### src/rtl/frame_ring_buffer.sv
`default_nettype none
// ============================================================================
//  Module      : frame_ring_buffer
//  Description : Circular store of 9-bit bytes ([8] = end-of-frame) placed
//                in front of the header decoder. Only complete frames become
//                visible to the consumer. The consumer reads committed bytes
//                through a random-access port and frees storage by latching a
//                new tail address.
//  Revision    : 1.0 - initial release
// ----------------------------------------------------------------------------
//  Ports
//    clk                  : clock
//    rst_n                : asynchronous active-low reset
//    wr_data[8:0]         : write byte, [8] = end-of-frame, [7:0] = payload
//    wr_valid             : write strobe, one byte per cycle
//    wr_full              : no write would be accepted this cycle
//    overflow             : sticky, a frame was dropped because of full buffer
//    overflow_clear       : clears overflow (a same-cycle new event wins)
//    out_frame_valid      : at least one committed frame is stored
//    out_frame_tail       : address of the first byte of the oldest frame
//    out_frame_addr       : consumer read address
//    out_frame_data[8:0]  : registered read data (1 cycle latency)
//    out_frame_data_valid : out_frame_data matches out_frame_addr and that
//                           location holds a committed byte
//    out_frame_latch_tail : release storage: tail <= out_frame_addr
// ============================================================================
module frame_ring_buffer #(
    parameter int ADDR_WIDTH = 9
) (
    input  logic                  clk,
    input  logic                  rst_n,
    input  logic [8:0]            wr_data,
    input  logic                  wr_valid,
    output logic                  wr_full,
    output logic                  overflow,
    input  logic                  overflow_clear,
    output logic                  out_frame_valid,
    output logic [ADDR_WIDTH-1:0] out_frame_tail,
    input  logic [ADDR_WIDTH-1:0] out_frame_addr,
    output logic [8:0]            out_frame_data,
    output logic                  out_frame_data_valid,
    input  logic                  out_frame_latch_tail
);

    localparam int                    c_DEPTH = 1 << ADDR_WIDTH;
    localparam logic [ADDR_WIDTH-1:0] c_ONE   = ADDR_WIDTH'(1);

    typedef enum logic [0:0] {
        ST_ACCEPT  = 1'b0,
        ST_DISCARD = 1'b1
    } state_t;

    // Storage (contents are not reset)
    logic [8:0]            r_ram [c_DEPTH];

    state_t                r_state;
    logic [ADDR_WIDTH-1:0] r_head;
    logic [ADDR_WIDTH-1:0] r_commit;
    logic [ADDR_WIDTH-1:0] r_tail;
    logic [ADDR_WIDTH-1:0] r_frame_count;
    logic [ADDR_WIDTH-1:0] r_rd_addr;
    logic [8:0]            r_rd_data;
    logic                  r_overflow;

    state_t                w_state_nxt;
    logic [ADDR_WIDTH-1:0] w_head_nxt;
    logic [ADDR_WIDTH-1:0] w_commit_nxt;
    logic [ADDR_WIDTH-1:0] w_head_inc;
    logic                  w_full;
    logic                  w_eof;
    logic                  w_ram_we;
    logic                  w_commit_evt;
    logic                  w_ovf_evt;
    logic                  w_release;
    logic [ADDR_WIDTH-1:0] w_rel_addr;
    logic [ADDR_WIDTH-1:0] w_rel_commit;

    // One slot is always left empty so head == tail unambiguously means empty.
    // Fullness uses the current tail: a same-cycle release only helps next cycle.
    assign w_head_inc = r_head + c_ONE;
    assign w_full     = (w_head_inc == r_tail);
    assign w_eof      = wr_data[8];
    assign w_release  = out_frame_latch_tail && (r_frame_count != '0);

    // ------------------------------------------------------------------------
    // Write state machine: next state and write-side pointer updates
    // ------------------------------------------------------------------------
    always_comb begin
        w_state_nxt  = r_state;
        w_head_nxt   = r_head;
        w_commit_nxt = r_commit;
        w_ram_we     = 1'b0;
        w_commit_evt = 1'b0;
        w_ovf_evt    = 1'b0;
        case (r_state)
            ST_ACCEPT: begin
                if (wr_valid) begin
                    if (!w_full) begin
                        w_ram_we   = 1'b1;
                        w_head_nxt = w_head_inc;
                        if (w_eof) begin
                            w_commit_nxt = w_head_inc;
                            w_commit_evt = 1'b1;
                        end
                    end else begin
                        // Drop the partial frame by rewinding to the last
                        // commit point. If this byte was not the frame end,
                        // the rest of the frame must be swallowed as well.
                        w_head_nxt = r_commit;
                        w_ovf_evt  = 1'b1;
                        if (!w_eof) begin
                            w_state_nxt = ST_DISCARD;
                        end
                    end
                end
            end
            ST_DISCARD: begin
                if (wr_valid && w_eof) begin
                    w_state_nxt = ST_ACCEPT;
                end
            end
            default: begin
                w_state_nxt = ST_ACCEPT;
            end
        endcase
    end

    always_ff @(posedge clk or negedge rst_n) begin
        if (!rst_n) begin
            r_state       <= ST_ACCEPT;
            r_head        <= '0;
            r_commit      <= '0;
            r_tail        <= '0;
            r_frame_count <= '0;
            r_overflow    <= 1'b0;
            r_rd_addr     <= '0;
            r_rd_data     <= '0;
        end else begin
            r_state   <= w_state_nxt;
            r_head    <= w_head_nxt;
            r_commit  <= w_commit_nxt;
            r_rd_addr <= out_frame_addr;
            r_rd_data <= r_ram[out_frame_addr];

            if (w_release) begin
                r_tail <= out_frame_addr;
            end

            // A commit and a release in the same cycle cancel out.
            if (w_commit_evt && !w_release) begin
                r_frame_count <= r_frame_count + c_ONE;
            end else if (!w_commit_evt && w_release) begin
                r_frame_count <= r_frame_count - c_ONE;
            end

            if (w_ovf_evt) begin
                r_overflow <= 1'b1;
            end else if (overflow_clear) begin
                r_overflow <= 1'b0;
            end
        end
    end

    always_ff @(posedge clk) begin
        if (w_ram_we && rst_n) begin
            r_ram[r_head] <= wr_data;
        end
    end

    // ------------------------------------------------------------------------
    // Read side: a location is committed when its distance from tail is
    // smaller than the committed span. The address compare masks the one
    // cycle after an address change where the data register is stale.
    // ------------------------------------------------------------------------
    assign w_rel_addr   = out_frame_addr - r_tail;
    assign w_rel_commit = r_commit - r_tail;

    assign out_frame_data_valid = (r_rd_addr == out_frame_addr) &&
                                  (w_rel_addr < w_rel_commit);
    assign out_frame_data       = r_rd_data;
    assign out_frame_valid      = (r_frame_count != '0);
    assign out_frame_tail       = r_tail;
    assign wr_full              = w_full;
    assign overflow             = r_overflow;

endmodule
`default_nettype wire

### config.mk
export PLATFORM = sky130hd
export DESIGN_NAME = frame_ring_buffer
export DESIGN_NICKNAME = d
export VERILOG_FILES = /design/src/rtl/frame_ring_buffer.sv
export SDC_FILE = /design/constraint.sdc
export NUM_CORES = 2
export LEC_CHECK = 0
export CORE_UTILIZATION = 40
export DETAILED_ROUTE_END_ITERATION = 12
export HOLD_SLACK_MARGIN = 0.1
export PLACE_DENSITY = 0.58
export SYNTH_ARGS = -nofsm -noshare
export SYNTH_HDL_FRONTEND = slang
export SYNTH_MEMORY_MAX_BITS = 65536
export SYNTH_SLANG_ARGS = --single-unit
### constraint.sdc
create_clock -name clk -period 8.9 [get_ports clk]
set_clock_uncertainty 0.2 [all_clocks]
set_input_delay 0.89 -clock clk [delete_from_list [all_inputs] [get_ports clk]]
set_output_delay 0.89 -clock clk [all_outputs]
set_load 0.05 [all_outputs]
==> flow_summary.rst <==
.. list-table::
   :header-rows: 1

   * - Metric
     - Value
   * - Number of antenna violations at the first check in global routing
     - 27
   * - Met3 usage
     - 4.600%
   * - Global placement routability congestion
     - 0.9059
   * - Netlist area before placement
     - 183,900 um^2
   * - Largest net degree at the start of global routing
     - ~190
   * - Endpoint required time on the critical path
     - 9.35 ns
   * - Met2 track demand over resource
     - 36.07%
   * - Category of the critical setup timing path
     - reg -> reg
   * - Level count of the clock H-tree
     - 5
   * - DIE AREA
     - 462,400 um^2
   * - Layout cells sized above 1
     - 17.61%
   * - Leakage Power
     - approximately 65 nW
   * - Number of hold-slack violations in the final timing report
     - 0
   * - Mapped Nets
     - 9,571
   * - Buffer count from post-CTS setup fixing
     - 0
   * - Peak fanout along the critical path
     - 21
   * - Number of buffers inserted by hold repair at cts
     - 3
   * - Arrival time of data at the critical path endpoint
     - 6.55 ns
   * - Initial DRC Count
     - 13,050
   * - Post-synth top flop
     - sky130_fd_sc_hd__edfxtp_1
   * - Setup violators final
     - 0
   * - IR drop worst, VDD
     - 181.4 uV
   * - Synth top cells by count
     - sky130_fd_sc_hd__edfxtp_1 (4,608), sky130_fd_sc_hd__mux2i_1 (921), sky130_fd_sc_hd__mux4_2 (726), sky130_fd_sc_hd__nor2_1 (592), sky130_fd_sc_hd__o221ai_1 (311)
   * - Global-route wire length before repair
     - 750,200 um
   * - Number of instances in the synthesized netlist
     - 9,509
   * - Gates resized, CTS repair
     - 0
   * - TNS Setup
     - 0 ns
   * - CTS tree
     - yes
   * - Port Buffer Count
     - 44
   * - Number of clock sinks
     - 4,664
   * - Yosys cell types
     - between 80 and 90
   * - Most area-consuming cells after synthesis
     - sky130_fd_sc_hd__edfxtp_1 (75%), sky130_fd_sc_hd__mux4_2 (8.9%), sky130_fd_sc_hd__mux2i_1 (5.0%)
   * - CTS root buf
     - sky130_fd_sc_hd__clkbuf_16
   * - Initial Utilization
     - around 40%
   * - Total congestion overflow
     - 0
   * - WL per Instance
     - 33.11 um
   * - Post-detailed-placement half-perimeter wirelength
     - 333,500 um
   * - DR vias/cell
     - 5.974
   * - Count of warnings emitted by yosys
     - 0
   * - Count of flip-flops with a built-in enable after synthesis
     - between 4,000 and 5,000
   * - Setup repair after global routing missed its margin
     - no
   * - Fraction of the cycle the final worst path needs
     - 68.59%
   * - Global route hottest layer
     - met2
   * - Global-route track usage on met1
     - a little under a third
   * - Nature of the critical path startpoint
     - flop
   * - Clock buffer count from CTS
     - 468
   * - Placement row count
     - 248
   * - Share of async-settable or async-resettable flops after synthesis
     - around 1.2%
   * - Violations in the final reports
     - capacitance limit
   * - Total I/O pin count
     - 45
   * - DR DRC count
     - 0
   * - Clk Latency, worst-skew pair
     - 1.03 ns
   * - Worst-Margin Slew
     - 1.453 ns
   * - Routed Wire Length
     - between 500,000 and 600,000 um
   * - Final nets
     - 9,797
   * - Worst slew margin relative to its limit
     - 2.413%
   * - Mean instance size in the synthesized netlist
     - 19.34 um^2
   * - Area share of the largest cell type after synthesis
     - between 70% and 80%
   * - CTS Buffer Depth
     - 4
   * - Sequential-to-total area share from yosys stat
     - between 70% and 80%
   * - Number of fill cells in the layout
     - 38,340
   * - Crit path time final
     - slightly above 6 ns
   * - Final Max Slew Viols
     - 0
   * - Number of search-and-repair iterations in the first detailed-routing pass
     - 7
   * - ANT nets after route
     - 0
   * - Result of the run
     - finished with violations
   * - Core area
     - 457,100 um^2
   * - Clock transition time at the flip-flop clock pins of the worst setup and hold paths
     - 0.06 ns
   * - Post-route worst hold slack
     - about 0.16 ns
   * - Total global-route track usage
     - 22.77%
   * - MaxCap Viol Count
     - 1
   * - Power per Cell Area
     - 229.5 nW/um^2
   * - Cell taking the most area after synthesis
     - sky130_fd_sc_hd__edfxtp_1
   * - Highest clock frequency the design can meet
     - 163.8 MHz
   * - Area added between synthesis and finish
     - 12.42%
   * - Die extent in x
     - 680 um
   * - Worst hold-check path type
     - in -> reg
   * - Register bit total from synthesis
     - around 4,700
   * - Most used standard cell by instance count after synthesis
     - sky130_fd_sc_hd__edfxtp_1
   * - Die Y
     - 680 um
   * - Endpoint kind of the worst setup timing path
     - flop
   * - Vias
     - roughly 100,000
   * - Via count of the first global-routing pass
     - 96,120
-- flip-flops by register name, summed over array words and instances (netlist names) --
register and cells:
r_head 9, overflow 1, r_frame_count 9, r_rd_addr 9
out_frame_data 9, out_frame_tail 9, r_state 1, r_ram 4608
r_commit 9
-- cells by family after synthesis --
kind of cell               count (synthesis)  synth area share, %
adders and majority gates                 39               0.2776
AOI/OAI and AO/OA                       1176                4.407
muxes                                   1676                14.17
buffers and inverters                    634                1.879
and+or+nand+nor                         1271                2.993
xor gates and xnor gates                  49               0.2633
DFF                                     4664                76.02
-- final timing paths --
kind | to | slack (ns) | start | depth (start not counted)
max in group asynchronous | out_frame_data[0] | 7.59 | rst_n | 3
min in group asynchronous | r_head[3] | 0.20 | rst_n | 3
hold / removal | r_ram[139][1] | 0.16 | wr_data[1] | 1
setup / recovery | r_ram[118][5] | 2.80 | r_head[0] | 10
setup reg to reg | r_ram[118][5] | 2.80 | r_head[0] | 10
hold reg to reg | r_frame_count[8] | 0.29 | r_frame_count[8] | 1
-- routing by layer --
metal  up-vias  share of wire [%]  wire length (um)
met5         -              0.071               381
met4        20                4.1             22290
met3       908                9.0             48700
met2      4819                 47            252800
met1     51730                 40            214300
li1      39680                  -                 -
-- cells in the final DEF, fill, tap and decap left out, types with 22 or more instances in the layout --
| cell | n |
|---|---|
| sky130_fd_sc_hd__a2111oi_0 | 22 |
| sky130_fd_sc_hd__a211oi_1 | 27 |
| sky130_fd_sc_hd__a21o_1 | 26 |
| sky130_fd_sc_hd__a21oi_1 | 217 |
| sky130_fd_sc_hd__a22oi_1 | 39 |
| sky130_fd_sc_hd__a31oi_1 | 41 |
| sky130_fd_sc_hd__buf_12 | 43 |
| sky130_fd_sc_hd__buf_4 | 258 |
| sky130_fd_sc_hd__bufinv_16 | 39 |
| sky130_fd_sc_hd__clkbuf_1 | 88 |
| sky130_fd_sc_hd__clkbuf_16 | 472 |
| sky130_fd_sc_hd__clkdlybuf4s50_1 | 28 |
| sky130_fd_sc_hd__clkinv_1 | 110 |
| sky130_fd_sc_hd__clkinv_2 | 100 |
| sky130_fd_sc_hd__dfrtp_1 | 56 |
| sky130_fd_sc_hd__edfxtp_1 | 4608 |
| sky130_fd_sc_hd__ha_1 | 36 |
| sky130_fd_sc_hd__inv_1 | 36 |
| sky130_fd_sc_hd__mux2i_1 | 921 |
| sky130_fd_sc_hd__mux4_2 | 726 |
| sky130_fd_sc_hd__nand2_1 | 282 |
| sky130_fd_sc_hd__nand3_1 | 73 |
| sky130_fd_sc_hd__nand4_1 | 25 |
| sky130_fd_sc_hd__nor2_1 | 589 |
| sky130_fd_sc_hd__nor3_1 | 143 |
| sky130_fd_sc_hd__nor4_1 | 35 |
| sky130_fd_sc_hd__o21ai_0 | 149 |
| sky130_fd_sc_hd__o221ai_1 | 311 |
| sky130_fd_sc_hd__o22ai_1 | 233 |
| sky130_fd_sc_hd__xnor2_1 | 26 |
-- where the power goes --
group / internal [mW] / leakage, nW / switching, mW
Combinational: 1.08 / 16.1 / 2.71
Sequential: 24.3 / 42.1 / 0.146
Clock: 10.9 / 7.28 / 8.35
Total: 36.2 / 65.5 / 11.2
-- stage by stage --
step                      power [mW]  area [um^2]  setup slack [ns]  util, %  std cells
after floorplan                26.72       183900             3.238        -       9509
after global placement         28.56       191700             1.984    41.93      15380
after detailed placement       28.60       191700             2.439    41.95      15390
after CTS                      47.59       206600             2.834    45.21      16240
after global routing           48.60       206700             2.494    45.22      16250
final                          47.44       206700             2.795    45.23      16260
-- cell type report --
class                           count  area, um^2  area share [%]
Inverter                           40       165.2         0.07989
Sequential cell                  4664      139800           67.61
Clock buffer                      567       12240           5.920
Multi-Input combinational cell   4211       40830           19.75
Tap cell                         6125        7664           3.707
Timing Repair Buffer              350        3378           1.634
Antenna cell                       20       50.05         0.02421
Clock inverter                    287        2621           1.268
-- critical path, stage by stage (launching register included) --
cell,delay [ns]
sky130_fd_sc_hd__dfrtp_1,0.49
sky130_fd_sc_hd__ha_1,0.50
sky130_fd_sc_hd__nand3_2,0.09
sky130_fd_sc_hd__buf_4,0.39
sky130_fd_sc_hd__nor3_1,0.42
sky130_fd_sc_hd__xnor3_1,0.28
sky130_fd_sc_hd__nand4_1,0.17
sky130_fd_sc_hd__nor2_2,0.08
sky130_fd_sc_hd__nor3b_4,0.82
sky130_fd_sc_hd__nand2_1,1.12
sky130_fd_sc_hd__nor2_1,1.16
No activity file was read; power rests on OpenSTA's default activity.
